File: config.mk
export PLATFORM = sky130hd
export DESIGN_NAME = alu_md
export DESIGN_NICKNAME = d
export VERILOG_FILES = /design/src/rtl/alu_md.sv
export SDC_FILE = /design/constraint.sdc
export NUM_CORES = 1
export LEC_CHECK = 0
export BUFFER_PORTS_ARGS = -buffer_cell sky130_fd_sc_hd__buf_2
export CORE_ASPECT_RATIO = 1.1
export CORE_MARGIN = 2
export CORE_UTILIZATION = 47
export CTS_CLUSTER_SIZE = 10
export DETAILED_ROUTE_END_ITERATION = 6
export PLACE_DENSITY_LB_ADDON = 0.2
export SYNTH_ARGS = -nofsm -noshare
export SYNTH_HDL_FRONTEND = slang
export SYNTH_SLANG_ARGS = --single-unit
File: constraint.sdc
create_clock -name clk -period 8.6 [get_ports clk]
set_input_delay 0.86 -clock clk [delete_from_list [all_inputs] [get_ports clk]]
set_output_delay 0.86 -clock clk [all_outputs]
set_load 0.005 [all_outputs]
File: src/rtl/alu_md.sv
// Iterative RV32M multiply/divide unit: shift-add multiply, restoring divide, one bit per cycle.
// Define ALU_MD_EARLY_OUT_EN to finish trivial cases (x/0, MIN/-1, multiply by zero) in one cycle.
module alu_md #(
    parameter int WIDTH = 32,
    parameter int CNT_W = 6
) (
    input  logic             clk,
    input  logic             rstn,
    input  logic             flush,
    input  logic             in_valid,
    output logic             in_ready,
    input  logic [2:0]       op,
    input  logic [WIDTH-1:0] A,
    input  logic [WIDTH-1:0] B,
    output logic             out_valid,
    input  logic             out_ready,
    output logic [WIDTH-1:0] C,
    output logic             Zero
);

    typedef enum logic [1:0] {IDLE = 2'd0, CALC = 2'd1, DONE = 2'd2} state_t;

    localparam logic [CNT_W-1:0] LAST_CNT = CNT_W'(WIDTH - 1);
    localparam logic [WIDTH-1:0] ALL_ONES = {WIDTH{1'b1}};
    localparam logic [WIDTH-1:0] ALL_ZERO = {WIDTH{1'b0}};
    localparam logic [WIDTH-1:0] MOST_NEG = {1'b1, {(WIDTH-1){1'b0}}};

    function automatic logic a_is_signed(input logic [2:0] o);
        return (o == 3'b001) || (o == 3'b010) || (o == 3'b100) || (o == 3'b110);
    endfunction

    function automatic logic b_is_signed(input logic [2:0] o);
        return (o == 3'b001) || (o == 3'b100) || (o == 3'b110);
    endfunction

    function automatic logic [WIDTH-1:0] mag(input logic [WIDTH-1:0] v, input logic s);
        return (s && v[WIDTH-1]) ? (ALL_ZERO - v) : v;
    endfunction

    function automatic logic is_ovf(input logic [2:0] o, input logic [WIDTH-1:0] a,
                                    input logic [WIDTH-1:0] b);
        return ((o == 3'b100) || (o == 3'b110)) && (a == MOST_NEG) && (b == ALL_ONES);
    endfunction

    // p holds {high,low} of the magnitude product, or {remainder,quotient} for divides.
    function automatic logic [WIDTH-1:0] final_res(input logic [2:0] o, input logic [WIDTH-1:0] a,
                                                   input logic [WIDTH-1:0] b,
                                                   input logic [2*WIDTH-1:0] p);
        logic sa;
        logic sb;
        logic [2*WIDTH-1:0] pm;
        logic [WIDTH-1:0] res;
        sa  = a_is_signed(o) && a[WIDTH-1];
        sb  = b_is_signed(o) && b[WIDTH-1];
        pm  = (sa ^ sb) ? ({(2*WIDTH){1'b0}} - p) : p;
        res = ALL_ZERO;
        case (o)
            3'b000:                 res = pm[WIDTH-1:0];
            3'b001, 3'b010, 3'b011: res = pm[2*WIDTH-1:WIDTH];
            3'b100, 3'b101: begin
                if (b == ALL_ZERO) res = ALL_ONES;
                else if (is_ovf(o, a, b)) res = a;
                else res = ((o == 3'b100) && (sa ^ sb)) ? (ALL_ZERO - p[WIDTH-1:0]) : p[WIDTH-1:0];
            end
            3'b110, 3'b111: begin
                if (b == ALL_ZERO) res = a;
                else if (is_ovf(o, a, b)) res = ALL_ZERO;
                else res = ((o == 3'b110) && sa) ? (ALL_ZERO - p[2*WIDTH-1:WIDTH])
                                                : p[2*WIDTH-1:WIDTH];
            end
            default:                res = ALL_ZERO;
        endcase
        return res;
    endfunction

    state_t             state_r;
    logic [CNT_W-1:0]   cnt_r;
    logic [2:0]         op_r;
    logic [WIDTH-1:0]   a_r;
    logic [WIDTH-1:0]   b_r;
    logic [2*WIDTH-1:0] prod_r;
    logic [WIDTH-1:0]   c_r;
    logic               zero_r;
    logic               in_ready_r;
    logic               out_valid_r;

    logic [WIDTH-1:0]   addend_s;
    logic [WIDTH:0]     mul_sum_s;
    logic [WIDTH:0]     div_shift_s;
    logic [WIDTH:0]     div_diff_s;
    logic [2*WIDTH-1:0] step_s;
    logic [2*WIDTH-1:0] init_s;
    logic [WIDTH-1:0]   res_s;
    logic [WIDTH-1:0]   early_res_s;
    logic               early_s;

    assign in_ready  = in_ready_r;
    assign out_valid = out_valid_r;
    assign C         = c_r;
    assign Zero      = zero_r;

    // One multiply or divide iteration on the latched operand magnitudes.
    always_comb begin
        addend_s    = ALL_ZERO;
        mul_sum_s   = {(WIDTH+1){1'b0}};
        div_shift_s = {(WIDTH+1){1'b0}};
        div_diff_s  = {(WIDTH+1){1'b0}};
        step_s      = prod_r;
        if (op_r[2]) begin
            addend_s    = mag(b_r, b_is_signed(op_r));
            div_shift_s = {prod_r[2*WIDTH-1:WIDTH], prod_r[WIDTH-1]};
            div_diff_s  = div_shift_s - {1'b0, addend_s};
            if (div_diff_s[WIDTH]) begin
                step_s = {div_shift_s[WIDTH-1:0], prod_r[WIDTH-2:0], 1'b0};
            end else begin
                step_s = {div_diff_s[WIDTH-1:0], prod_r[WIDTH-2:0], 1'b1};
            end
        end else begin
            addend_s  = mag(a_r, a_is_signed(op_r));
            mul_sum_s = {1'b0, prod_r[2*WIDTH-1:WIDTH]}
                      + (prod_r[0] ? {1'b0, addend_s} : {(WIDTH+1){1'b0}});
            step_s    = {mul_sum_s, prod_r[WIDTH-1:1]};
        end
    end

    // Accept-time values: initial iteration register and the sign-corrected final result.
    always_comb begin
        if (op[2]) begin
            init_s = {ALL_ZERO, mag(A, a_is_signed(op))};
        end else begin
            init_s = {ALL_ZERO, mag(B, b_is_signed(op))};
        end
        res_s       = final_res(op_r, a_r, b_r, step_s);
        early_res_s = final_res(op, A, B, {(2*WIDTH){1'b0}});
    end

`ifdef ALU_MD_EARLY_OUT_EN
    assign early_s = op[2] ? ((B == ALL_ZERO) || is_ovf(op, A, B))
                           : ((A == ALL_ZERO) || (B == ALL_ZERO));
`else
    assign early_s = 1'b0;
`endif

    // Control FSM with latched operands and registered handshake/result outputs.
    always_ff @(posedge clk or negedge rstn) begin
        if (!rstn) begin
            state_r     <= IDLE;
            cnt_r       <= {CNT_W{1'b0}};
            op_r        <= 3'b000;
            a_r         <= ALL_ZERO;
            b_r         <= ALL_ZERO;
            prod_r      <= {(2*WIDTH){1'b0}};
            c_r         <= ALL_ZERO;
            zero_r      <= 1'b0;
            in_ready_r  <= 1'b1;
            out_valid_r <= 1'b0;
        end else if (flush) begin
            state_r     <= IDLE;
            zero_r      <= 1'b0;
            in_ready_r  <= 1'b1;
            out_valid_r <= 1'b0;
        end else begin
            case (state_r)
                IDLE: begin
                    if (in_valid && in_ready_r) begin
                        op_r       <= op;
                        a_r        <= A;
                        b_r        <= B;
                        cnt_r      <= {CNT_W{1'b0}};
                        prod_r     <= init_s;
                        in_ready_r <= 1'b0;
                        if (early_s) begin
                            state_r     <= DONE;
                            c_r         <= early_res_s;
                            zero_r      <= (early_res_s == ALL_ZERO);
                            out_valid_r <= 1'b1;
                        end else begin
                            state_r <= CALC;
                        end
                    end
                end
                CALC: begin
                    prod_r <= step_s;
                    if (cnt_r == LAST_CNT) begin
                        state_r     <= DONE;
                        c_r         <= res_s;
                        zero_r      <= (res_s == ALL_ZERO);
                        out_valid_r <= 1'b1;
                    end else begin
                        cnt_r <= cnt_r + {{(CNT_W-1){1'b0}}, 1'b1};
                    end
                end
                DONE: begin
                    if (out_ready) begin
                        state_r     <= IDLE;
                        zero_r      <= 1'b0;
                        in_ready_r  <= 1'b1;
                        out_valid_r <= 1'b0;
                    end
                end
                default: begin
                    state_r     <= IDLE;
                    in_ready_r  <= 1'b1;
                    out_valid_r <= 1'b0;
                end
            endcase
        end
    end

endmodule

==> impl_metrics.csv <==
group,metric,value,unit
global_route,grt_usage,42.4,%
sta,slew_violations,0,
yosys,yosysUniqueCellTypes,100,
sta,finalCritPeriodShare,96.1,%
place,postPlaceCellArea,20900,um2
floorplanning,die_w,200,um
route,firstDrtPassIters,6,
setup_path,cp_slowest_cell,"or4_1",
setup_path,crit_arrival,8.72,ns
yosys,yosysWarnings,0,
clocking,clockBufferDepth,2,
yosys,ys_seq_area_share,21.9,%
final_layout,fill_cells,4330,
route,num_vias,22600,
power_and_ir_drop,p_int,3.45,mW
yosys,synth_top_cells_by_area,"dfrtp_1 22%, nand2_1 9.4%, xnor2_1 6.0%",
setup_path,endpoint_kind,"flop",
setup_path,required,9.05,ns
clocking,clkTransAtPathRegs,0.08,ns
final_layout,layout_common_cells,"498 x nand2_1, 232 x nor2_1, 230 x a21oi_1",
yosys,synth_top_flop_cell,"dfrtp_1",
yosys,synth_cells,2775,
yosys,synth_top_area_cell,"dfrtp_1",
power_and_ir_drop,power.density,391,nW/um2
global_route,grt_pass1_vias,20700,
global_route,grt_remaining_overflow,0,
yosys,synthesis.nets,2921,
clocking,hold_buffers,0,
clocking,numCtsBuffers,17,
yosys,async_reset_ff_share,100,%
sta,skew,0.0180,ns
clocking,clock_sinks,174,
sta,hold_viol_final,0,
power_and_ir_drop,ir_drop,0.188,mV
floorplanning,rows,79,
yosys,syn_area,19900,um2
route,drtIter0Drc,2959,
sta,relSlewSlack,9.41,%
sta,setup_violations,0,
power_and_ir_drop,clkPwrFrac,9.6,%
setup_path,reg2reg_from,"b_r[5]$_DFFE_PN0P_",
route,via_per_inst,6.69,
route,ant_nets,0,
global_route,gr-usage-met1,54.4,%
final_layout,nets,2942,
place,gp_congestion,1.02,
floorplanning,core_area,42000,um2
final_layout,layout.cells.most_common,"nand2_1",
place,dp_hpwl,72.4,mm
sta,finalCriticalPeriod,8.27,ns
setup_path,crit_buf_inv,0,
power_and_ir_drop,p_leak,9.12,nW
setup_path,worstSetupStartpointType,"flop",
global_route,use_met3,10.3,%
route,wl,92.5,mm
final_layout,area_growth_syn_to_layout,8.48,%
clocking,clk_latency,0.51,ns
floorplanning,die_h,220,um
final_layout,num_antenna_cells,0,
run,max-cap-violations,0,
floorplanning,initial_core_util,47.3,%
status,status,"complete, no violations",
floorplanning,io_pins,107,
yosys,avgSynthCellArea,7.16,um2
setup_path,crit_family,"simple AND/OR/NAND/NOR gates",
power_and_ir_drop,p_switching,4.98,mW
yosys,ys_ff_latch,174,
setup_path,crit_type,"flop to flop",
global_route,grt_max_degree,114,
global_route,top_usage_layer,"met2",
global_route,grt_pass1_wl,135,mm
yosys,synth_top_area_share,21.8,%
setup_path,cpMostUsedCell,"or4_1",
floorplanning,die-area,44000,um2
power_and_ir_drop,seqPwrFrac,16.8,%
final_layout,finalInstanceArea,21600,um2
global_route,met2_usage,62.3,%
power_and_ir_drop,swShare,59.1,%
setup_path,reg2reg_to,"Zero$_DFFE_PN0P_",
route,drc,0,
sta,max_clock_freq,121,MHz
power_and_ir_drop,combPwrFrac,73.6,%
route,drt-wirelength-per-cell,27.4,um
yosys,synth_edf_count,0,
clocking,cts_setup_buffers,0,
setup_path,worstPathMaxFanout,10,
clocking,cts_tree,"yes",
global_route,antenna_found_initial,1,
final_layout,drive_above_1_share,10.1,%
clocking,cts_resized,0,
clocking,cts_root_buf,"clkbuf_16",
sta,fin_ws,0.333,ns
place,port_buffers,106,
hold_path,min_path_type,"input port to async pin",
setup_path,ff2ff_path_depth,28,
clocking,htree_levels,4,
place,place_worst_setup_slack,0.287,ns
sta,worst_slew_pin_slew,1.35,ns
setup_path,cpPeakStageDelay,0.61,ns
sta,hold_slack,0.277,ns
setup_path,reg2reg_slack,0.33,ns
worst max-delay path by stage:
stage                              from                to  cells after the start
floorplan           op_r[2]$_DFFE_PN0P_  Zero$_DFFE_PN0P_                     38
global placement    b_r[13]$_DFFE_PN0P_  Zero$_DFFE_PN0P_                     28
detailed placement  b_r[13]$_DFFE_PN0P_  Zero$_DFFE_PN0P_                     28
CTS                 b_r[13]$_DFFE_PN0P_  Zero$_DFFE_PN0P_                     28
global route         b_r[3]$_DFFE_PN0P_  Zero$_DFFE_PN0P_                     28
finish               b_r[5]$_DFFE_PN0P_  Zero$_DFFE_PN0P_                     28
logic make-up after synthesis:
family | after synthesis | share of synthesized area, %
flip-flops | 174 | 21.9
AND/OR/NAND/NOR | 1202 | 28.9
buffers and inverters | 214 | 4.42
multiplexers | 61 | 3.17
XOR/XNOR | 215 | 9.47
AO/OA/AOI/OAI | 835 | 27.4
adder cells (fa/ha/maj) | 74 | 4.73
power by group through the flow:
stage / Sequential, mW / Clock [mW] / Combinational [mW]
2_1_floorplan: 1.18 / 0 / 4.01
3_3_place_gp: 1.40 / 0 / 5.89
3_5_place_dp: 1.40 / 0 / 5.89
4_1_cts: 1.39 / 0.817 / 5.93
5_1_grt: 1.42 / 0.845 / 6.55
6_report: 1.42 / 0.809 / 6.20
flip-flops by register name, summed over array words and instances, names as in the netlist:
register	cells
cnt_r	6
a_r	32
in_ready	1
out_valid	1
state_r	2
b_r	32
C	32
op_r	3
Zero	1
prod_r	64
cell type report:
| cell class | instances | area, um2 | share of cell area [%] |
|---|---|---|---|
| Timing Repair Buffer | 171 | 1040 | 4.81 |
| Sequential cell | 174 | 4360 | 20.2 |
| Clock buffer | 19 | 443 | 2.05 |
| Inverter | 45 | 169 | 0.783 |
| Multi-Input combinational cell | 2387 | 14700 | 68.3 |
| Clock inverter | 13 | 129 | 0.598 |
| Tap cell | 567 | 709 | 3.29 |
layer usage:
layer / routed length [um] / up-vias
met5: 11 / -
met4: 7540 / 2
met3: 9030 / 310
li1: - / 10100
met2: 39000 / 1311
met1: 36900 / 10800
per-stage QoR:
stage	TNS (ns)	instances	utilization, %	power, mW
after floorplan	0	2775	-	5.19
after global placement	0	3344	49.9	7.29
after detailed placement	0	3344	49.9	7.30
after CTS	0	3376	51.2	8.13
after global routing	-0.0139	3376	51.3	8.81
final	0	3376	51.3	8.43
cells in the mapped netlist (all sizes together) (8+ instances only):
master     n
xnor2    137
a211oi    39
o21a      19
o21ai    212
nor3b      8
or3       33
clkbuf   123
nor3      98
dfrtp    173
a2111oi   10
a31oi     35
o22ai     19
o21bai    10
a22o      21
buf       46
nand3     46
and4      10
inv       45
o31ai     41
o31a      11
and2      46
o41ai     10
nor4      40
nand4     37
xor2      78
o221ai    12
and3      29
o311ai     9
ha        72
or4       19
mux2i     49
a21o      36
mux2      12
nand3b    11
nor2     232
a221oi     8
nor2b     27
nand2b    32
nand2    498
a21oi    236
or2       13
o211ai    22
No activity file was read; power rests on OpenSTA's default activity.
